File: config.mk
export PLATFORM = sky130hd
export DESIGN_NAME = extension_cero_flat
export DESIGN_NICKNAME = d
export VERILOG_FILES = /design/src/rtl/extension_cero_pkg.sv /design/src/rtl/extension_cero_if.sv /design/src/rtl/extension_cero_ext_mux.sv /design/src/rtl/extension_cero.sv /design/src/flat_wrapper.sv
export SDC_FILE = /design/constraint.sdc
export NUM_CORES = 1
export LEC_CHECK = 0
export ABC_CLOCK_PERIOD_IN_PS = 900
export CAP_MARGIN = 20
export CORE_UTILIZATION = 36
export CTS_BUF_LIST = sky130_fd_sc_hd__clkbuf_8 sky130_fd_sc_hd__clkbuf_16
export DETAILED_ROUTE_END_ITERATION = 7
export HOLD_SLACK_MARGIN = 0.06
export PLACE_DENSITY = 0.88
export SYNTH_ARGS = -nofsm -noshare
export SYNTH_HDL_FRONTEND = slang
export SYNTH_SLANG_ARGS = --single-unit
File: constraint.sdc
create_clock -name clk -period 0.9 [get_ports clk]
set_input_delay 0.135 -clock clk [delete_from_list [all_inputs] [get_ports clk]]
set_output_delay 0.135 -clock clk [all_outputs]
set_load 0.02 [all_outputs]
File: src/rtl/extension_cero_pkg.sv
// Shared constants for the immediate-extension unit: mode encodings and default widths.
package ext_pkg;
  localparam logic [1:0] EXT_ZERO   = 2'b00;
  localparam logic [1:0] EXT_SIGN   = 2'b01;
  localparam logic [1:0] EXT_UPPER  = 2'b10;
  localparam logic [1:0] EXT_BRANCH = 2'b11;

  localparam int IMM_W_DEF = 16;
  localparam int OUT_W_DEF = 32;
endpackage

File: src/rtl/extension_cero_if.sv
// Decode-side bus for the extension unit: raw immediate and mode in, extended operands out.
interface extension_cero_if
  import ext_pkg::*;
#(
  parameter int IMM_W = IMM_W_DEF,
  parameter int OUT_W = OUT_W_DEF
) ();
  logic [IMM_W-1:0] immediate;
  logic [1:0]       mode;
  logic             load;
  logic [OUT_W-1:0] output_imm;
  logic [OUT_W-1:0] ext_out;
  logic             ext_valid;

  modport master (
    output immediate, mode, load,
    input  output_imm, ext_out, ext_valid
  );

  modport slave (
    input  immediate, mode, load,
    output output_imm, ext_out, ext_valid
  );
endinterface

File: src/rtl/extension_cero_ext_mux.sv
// Combinational extension legs (zero/sign/upper/branch) with mode select.
module ext_mux
  import ext_pkg::*;
#(
  parameter int IMM_W = IMM_W_DEF,
  parameter int OUT_W = OUT_W_DEF
) (
  input  logic [IMM_W-1:0] imm,
  input  logic [1:0]       mode,
  output logic [OUT_W-1:0] zero_ext,
  output logic [OUT_W-1:0] sel_ext
);
  localparam int PAD_W = OUT_W - IMM_W;

  logic [OUT_W-1:0] sign_ext, upper_ext, branch_ext;

  assign zero_ext   = {{PAD_W{1'b0}}, imm};
  assign sign_ext   = {{PAD_W{imm[IMM_W-1]}}, imm};
  assign upper_ext  = {imm, {PAD_W{1'b0}}};
  // word-aligned branch offset; top two sign bits fall off the end
  assign branch_ext = {sign_ext[OUT_W-3:0], 2'b00};

  always_comb begin
    sel_ext = zero_ext;
    unique case (mode)
      EXT_ZERO:   sel_ext = zero_ext;
      EXT_SIGN:   sel_ext = sign_ext;
      EXT_UPPER:  sel_ext = upper_ext;
      EXT_BRANCH: sel_ext = branch_ext;
      default:    sel_ext = zero_ext;
    endcase
  end
endmodule

File: src/rtl/extension_cero.sv
// Decode-stage immediate extender: combinational zero-extend plus a registered mode-selected result.
module extension_cero
  import ext_pkg::*;
#(
  parameter int IMM_W = IMM_W_DEF,
  parameter int OUT_W = OUT_W_DEF
) (
  input  logic             clk,
  input  logic             rst,
  extension_cero_if.slave  bus
);
  logic [OUT_W-1:0] zero_ext, sel_ext, ext_q;
  logic             vld_q;

  ext_mux #(.IMM_W(IMM_W), .OUT_W(OUT_W)) u_mux (
    .imm      (bus.immediate),
    .mode     (bus.mode),
    .zero_ext (zero_ext),
    .sel_ext  (sel_ext)
  );

  // reset clears asynchronously and masks load for as long as it is held
  always_ff @(posedge clk or posedge rst) begin
    if (rst) begin
      ext_q <= '0;
      vld_q <= 1'b0;
    end else if (bus.load) begin
      ext_q <= sel_ext;
      vld_q <= 1'b1;
    end
  end

  assign bus.output_imm = zero_ext;
  assign bus.ext_out    = ext_q;
  assign bus.ext_valid  = vld_q;
endmodule

File: src/flat_wrapper.sv
// flat-port wrapper written by rule: the top's interface ports become plain ports
module extension_cero_flat import ext_pkg::*;
#(
  parameter int IMM_W = IMM_W_DEF,
  parameter int OUT_W = OUT_W_DEF
)
  (clk, rst, bus_immediate, bus_mode, bus_load, bus_output_imm, bus_ext_out, bus_ext_valid);
  extension_cero_if #(.IMM_W(IMM_W), .OUT_W(OUT_W)) bus_i ();
  input  logic clk;
  input  logic rst;
  input wire logic [$bits(bus_i.immediate)-1:0] bus_immediate;
  input wire logic [$bits(bus_i.mode)-1:0] bus_mode;
  input wire logic [$bits(bus_i.load)-1:0] bus_load;
  output wire logic [$bits(bus_i.output_imm)-1:0] bus_output_imm;
  output wire logic [$bits(bus_i.ext_out)-1:0] bus_ext_out;
  output wire logic [$bits(bus_i.ext_valid)-1:0] bus_ext_valid;
  assign bus_i.immediate = bus_immediate;
  assign bus_i.mode = bus_mode;
  assign bus_i.load = bus_load;
  assign bus_output_imm = bus_i.output_imm;
  assign bus_ext_out = bus_i.ext_out;
  assign bus_ext_valid = bus_i.ext_valid;
  extension_cero #(.IMM_W(IMM_W), .OUT_W(OUT_W)) u_core (.clk(clk), .rst(rst), .bus(bus_i));
endmodule
==> impl.org <==
** Run status
- Result of the run :: finished, violations left
- The checks that failed: negative setup slack.

** Place
- HPWL Detailed :: 3160 µm
- Buffers placed on the I/O ports in this run total 69.
- The congestion estimate from routability-driven global placement came to just over 0.8.

** Synth
- Yosys instantiated no cell more often than buf_4.
- Dividing the synthesized area by the synthesized cell count gives a little under 9 µm².
- Primary FF master, synth :: dfrtp_1
- Of the total synthesized cell area, the portion taken by AND, OR, NAND and NOR gates is 0.165.
- Number of enable-type register cells in the synthesized netlist :: 0
- Share of the yosys chip area belonging to registers :: 0.494
- Area fraction in compound gates after synthesis :: 0.148
- Top cells by area in the synthesized netlist :: dfrtp_1, buf_4, a21oi_1
- Main combinational cell family by area after synthesis :: buffers and inverters
- After synthesis the netlist holds a flip-flop and latch count of 33.
- Largest area contributor in the netlist :: dfrtp_1
- Post-synthesis cell type count :: 22
- Post-synth top area share :: 0.494
- Post-synthesis share of cell area spent on xor and xnor gates :: 0
- Yosys printed 0 warnings.
- By count the netlist is led by buf_4, dfrtp_1, nor2_1, a21oi_1, nand2_1.
- The portion of synthesized area spent on multiplexers is 0.00599.
- In the synthesized netlist the async set-or-reset flop fraction comes to 1.00.
- Syn Std Cell Area :: 1670 µm²
- Post-synthesis cell count :: 189
- Adder-Cell Fraction of Synth Area :: 0

** Final layout
- The sequential cells in the finished layout cover a total of 826 µm².
- Final layout net count :: between 300 and 400
- In the final layout, the multi-input gates occupy 662 µm².
- Relative to the synthesized area, the layout overhead comes to 70.5%.
- Fill cells in the final layout number between 300 and 400.
- Layout cells sized above 1 :: 0.419
- The number of antenna diodes in the final layout is 0.
- For this run, the share of the core covered by cells in the final layout is 0.646.

** Clocking
- The H-tree was split into 2 levels.
- Clock-pin slew was measured on the worst setup and hold paths at around 80 ps.
- In this run the deepest clock path goes through 2 buffers.
- Clock Root Buffer :: clkbuf_8
- Hold buffers post-CTS :: 0
- Clock network latency to the later pin of the worst-skew pair :: 280 ps
- TritonCTS clock tree :: done
- The tree built by TritonCTS fans out to 33 sinks.
- The number of clock buffers added by TritonCTS is 5.

** Worst setup path
- For the worst flop-to-flop path, the logic depth is 3.
- Critical Path Sink Type :: output pin
- At the worst endpoint, the arrival time is approximately 840 ps.
- Combined buffer and inverter count along the critical path :: 1
- Along the worst path, the maximum fanout reaches 2.
- Cells along the critical path :: buf_6
- Category of the most critical setup path :: reg -> out
- The largest single stage delay on the critical path is approximately 400 ps.
- STA puts the critical path data required time at 760 ps.
- Worst path slowest cell :: dfrtp_1
- Internal reg-to-reg setup slack :: 20 ps
- Crit path max-delay family :: flip-flops
- Worst flop-to-flop path endpoint :: u_core.bus.ext_out[16]$_DFFE_PP0P_
- Critical path launch point type :: flop
- Reg2Reg Launch Point :: u_core.bus.ext_out[16]$_DFFE_PP0P_

** GRT
- The initial antenna violation count came to 0.
- After global routing the overflow that remains totals 0.
- The first global-routing pass estimated 7600 µm of wire.
- Across every metal layer, demand over resource in global routing totals 0.197.
- Entering global routing, the biggest net connects 34 pins.
- The via count of the first global-routing pass is 1475.

** STA
- Hold is met by 193 ps.
- The final-report max-slew violation count came to 0.
- Setup repair after global routing missed its margin :: true
- Timing would allow up to 1.02 GHz.
- The clock arrives with 0 ps of skew.
- Total of endpoints with negative setup slack in the final report :: 33
- Dividing the final minimum period by the clock period gives 1.09.
- Summed over all failing endpoints, the final setup total negative slack is -1760 ps.
- Hold violation total from the final report :: 0
- Subtracting the final worst setup slack from the clock period gives 980 ps.
- Setup slack on the critical path of the routed design comes to -79.8 ps.

** Route
- For this run, design rule violations remaining after detail routing come to 0.
- Antenna-violating nets left :: 0
- Final Routed Wirelength :: between 4000 and 5000 µm
- Initial drt markers :: 137
- Dividing the detail-routed wire length by the instance count gives 13.9 µm.
- Detailed routing inserted a total of about 1600 vias.
- Number of iterations in the first detailed-routing pass :: 4
- Detailed-route vias per instance :: 4.73

** Power and ir drop
- Dividing total power by cell area gives a power density of 1700 nW/µm².
- Max VDD drop :: around 0.00075 V
- For this design the static power due to leakage is 1.44 nW.

** Die
- The die covers 4920 µm².
- The initial utilization of the core area, before any placement, comes to 0.379.
- Area of the core region :: approximately 4400 µm²
- Die boundary width :: 70.1 µm
- Die height :: 70.1 µm
- Boundary pin count :: 86
- Row generation in the floorplan step produced 24 rows.

** Worst hold path
- Type of the most critical hold path :: in -> async

** Run
- Across the run, the number of max-cap violations was 0.
[kinds of logic after synthesis]
group                  Yosys count
AO/OA/AOI/OAI                   43
flip-flops                      33
AND/OR/NAND/NOR                 64
other                            1
buffers and inverters           47
multiplexers                     1
[what timing repair did]
item | 4_1_cts | 5_1_grt
pin swaps | 1 | 7
resized for setup | 308 | 26
gates cloned | 2 | 0
endpoints found under the setup margin | 81 | 53
buffers inserted | 8 | 6
[per-layer routing]
metal,vias to the layer above,routed length [µm],GRT usage
met5,-,0,0
met4,0,39,0.0511
met3,5,284,0.0476
met2,66,2390,0.312
met1,778,2040,0.272
li1,764,-,-
[state kept, by name, summed over array words and instances (netlist names)]
name,flops
u_core.bus.ext_valid,1
u_core.bus.ext_out,32
[stage by stage]
| stage | total power [mW] | instance area, µm² | cells | setup WS [ps] |
|---|---|---|---|---|
| after floorplan | 2.39 | 1730 | 204 | 33.1 |
| after global placement | 2.97 | 2470 | 318 | -525 |
| after detailed placement | 2.99 | 2470 | 318 | -572 |
| after CTS | 4.77 | 2730 | 336 | -96.0 |
| after global routing | 5.02 | 2850 | 341 | -107 |
| final | 4.84 | 2850 | 341 | -79.8 |
[power breakdown]
group          total [mW]  leakage, nW  switching, mW  internal, mW
registers            1.74        0.386          0.113          1.63
clock network        1.68       0.0681          0.578          1.10
logic                1.42        0.981          0.707         0.710
total                4.84         1.44           1.40          3.44
[worst reg2reg max path, cell delays in order, from the launching register on]
cell and delay (ps):
dfrtp_1 400, buf_4 140, a32oi_1 120, o21ai_0 110
[worst max-delay path by stage]
stage	startpoint	end	slack, ps	cells past startpoint
after detailed placement	bus_mode[1]	u_core.bus.ext_out[13]$_DFFE_PP0P_	-570	4
after floorplan	bus_mode[0]	u_core.bus.ext_out[10]$_DFFE_PP0P_	30	4
after global routing	u_core.bus.ext_out[25]$_DFFE_PP0P_	bus_ext_out[25]	-110	1
after global placement	bus_mode[1]	u_core.bus.ext_out[13]$_DFFE_PP0P_	-530	4
after CTS	u_core.bus.ext_out[25]$_DFFE_PP0P_	bus_ext_out[25]	-100	1
final	u_core.bus.ext_out[25]$_DFFE_PP0P_	bus_ext_out[25]	-80	1
[cell usage in the layout, fill, tap and decap left out, drive strengths merged]
master	netlist	final
nand2	17	17
conb	1	16
a21oi	30	30
and2	1	1
nand2b	1	1
buf	37	98
a31oi	1	1
a32oi	1	1
bufinv	0	2
nor2	33	33
inv	6	6
a221oi	5	5
clkinv	0	1
dlygate4sd2	0	9
clkbuf	4	6
mux2i	1	1
a21boi	1	1
o21ai	4	4
o211ai	1	1
clkdlybuf4s15	0	1
or2	1	1
clkdlybuf4s50	0	2
dlymetal6s2s	0	7
nand3	1	1
nor2b	10	10
dfrtp	33	33
[layout make-up]
cell class | instances | share of cell area
well taps | 52 | 0.0228
repair buffers | 118 | 0.400
clock inverters | 3 | 0.0228
inverters | 6 | 0.00790
flip-flops and latches | 33 | 0.290
multi-input cells | 124 | 0.232
clock buffers | 5 | 0.0241
No activity file was read; power rests on OpenSTA's default activity.
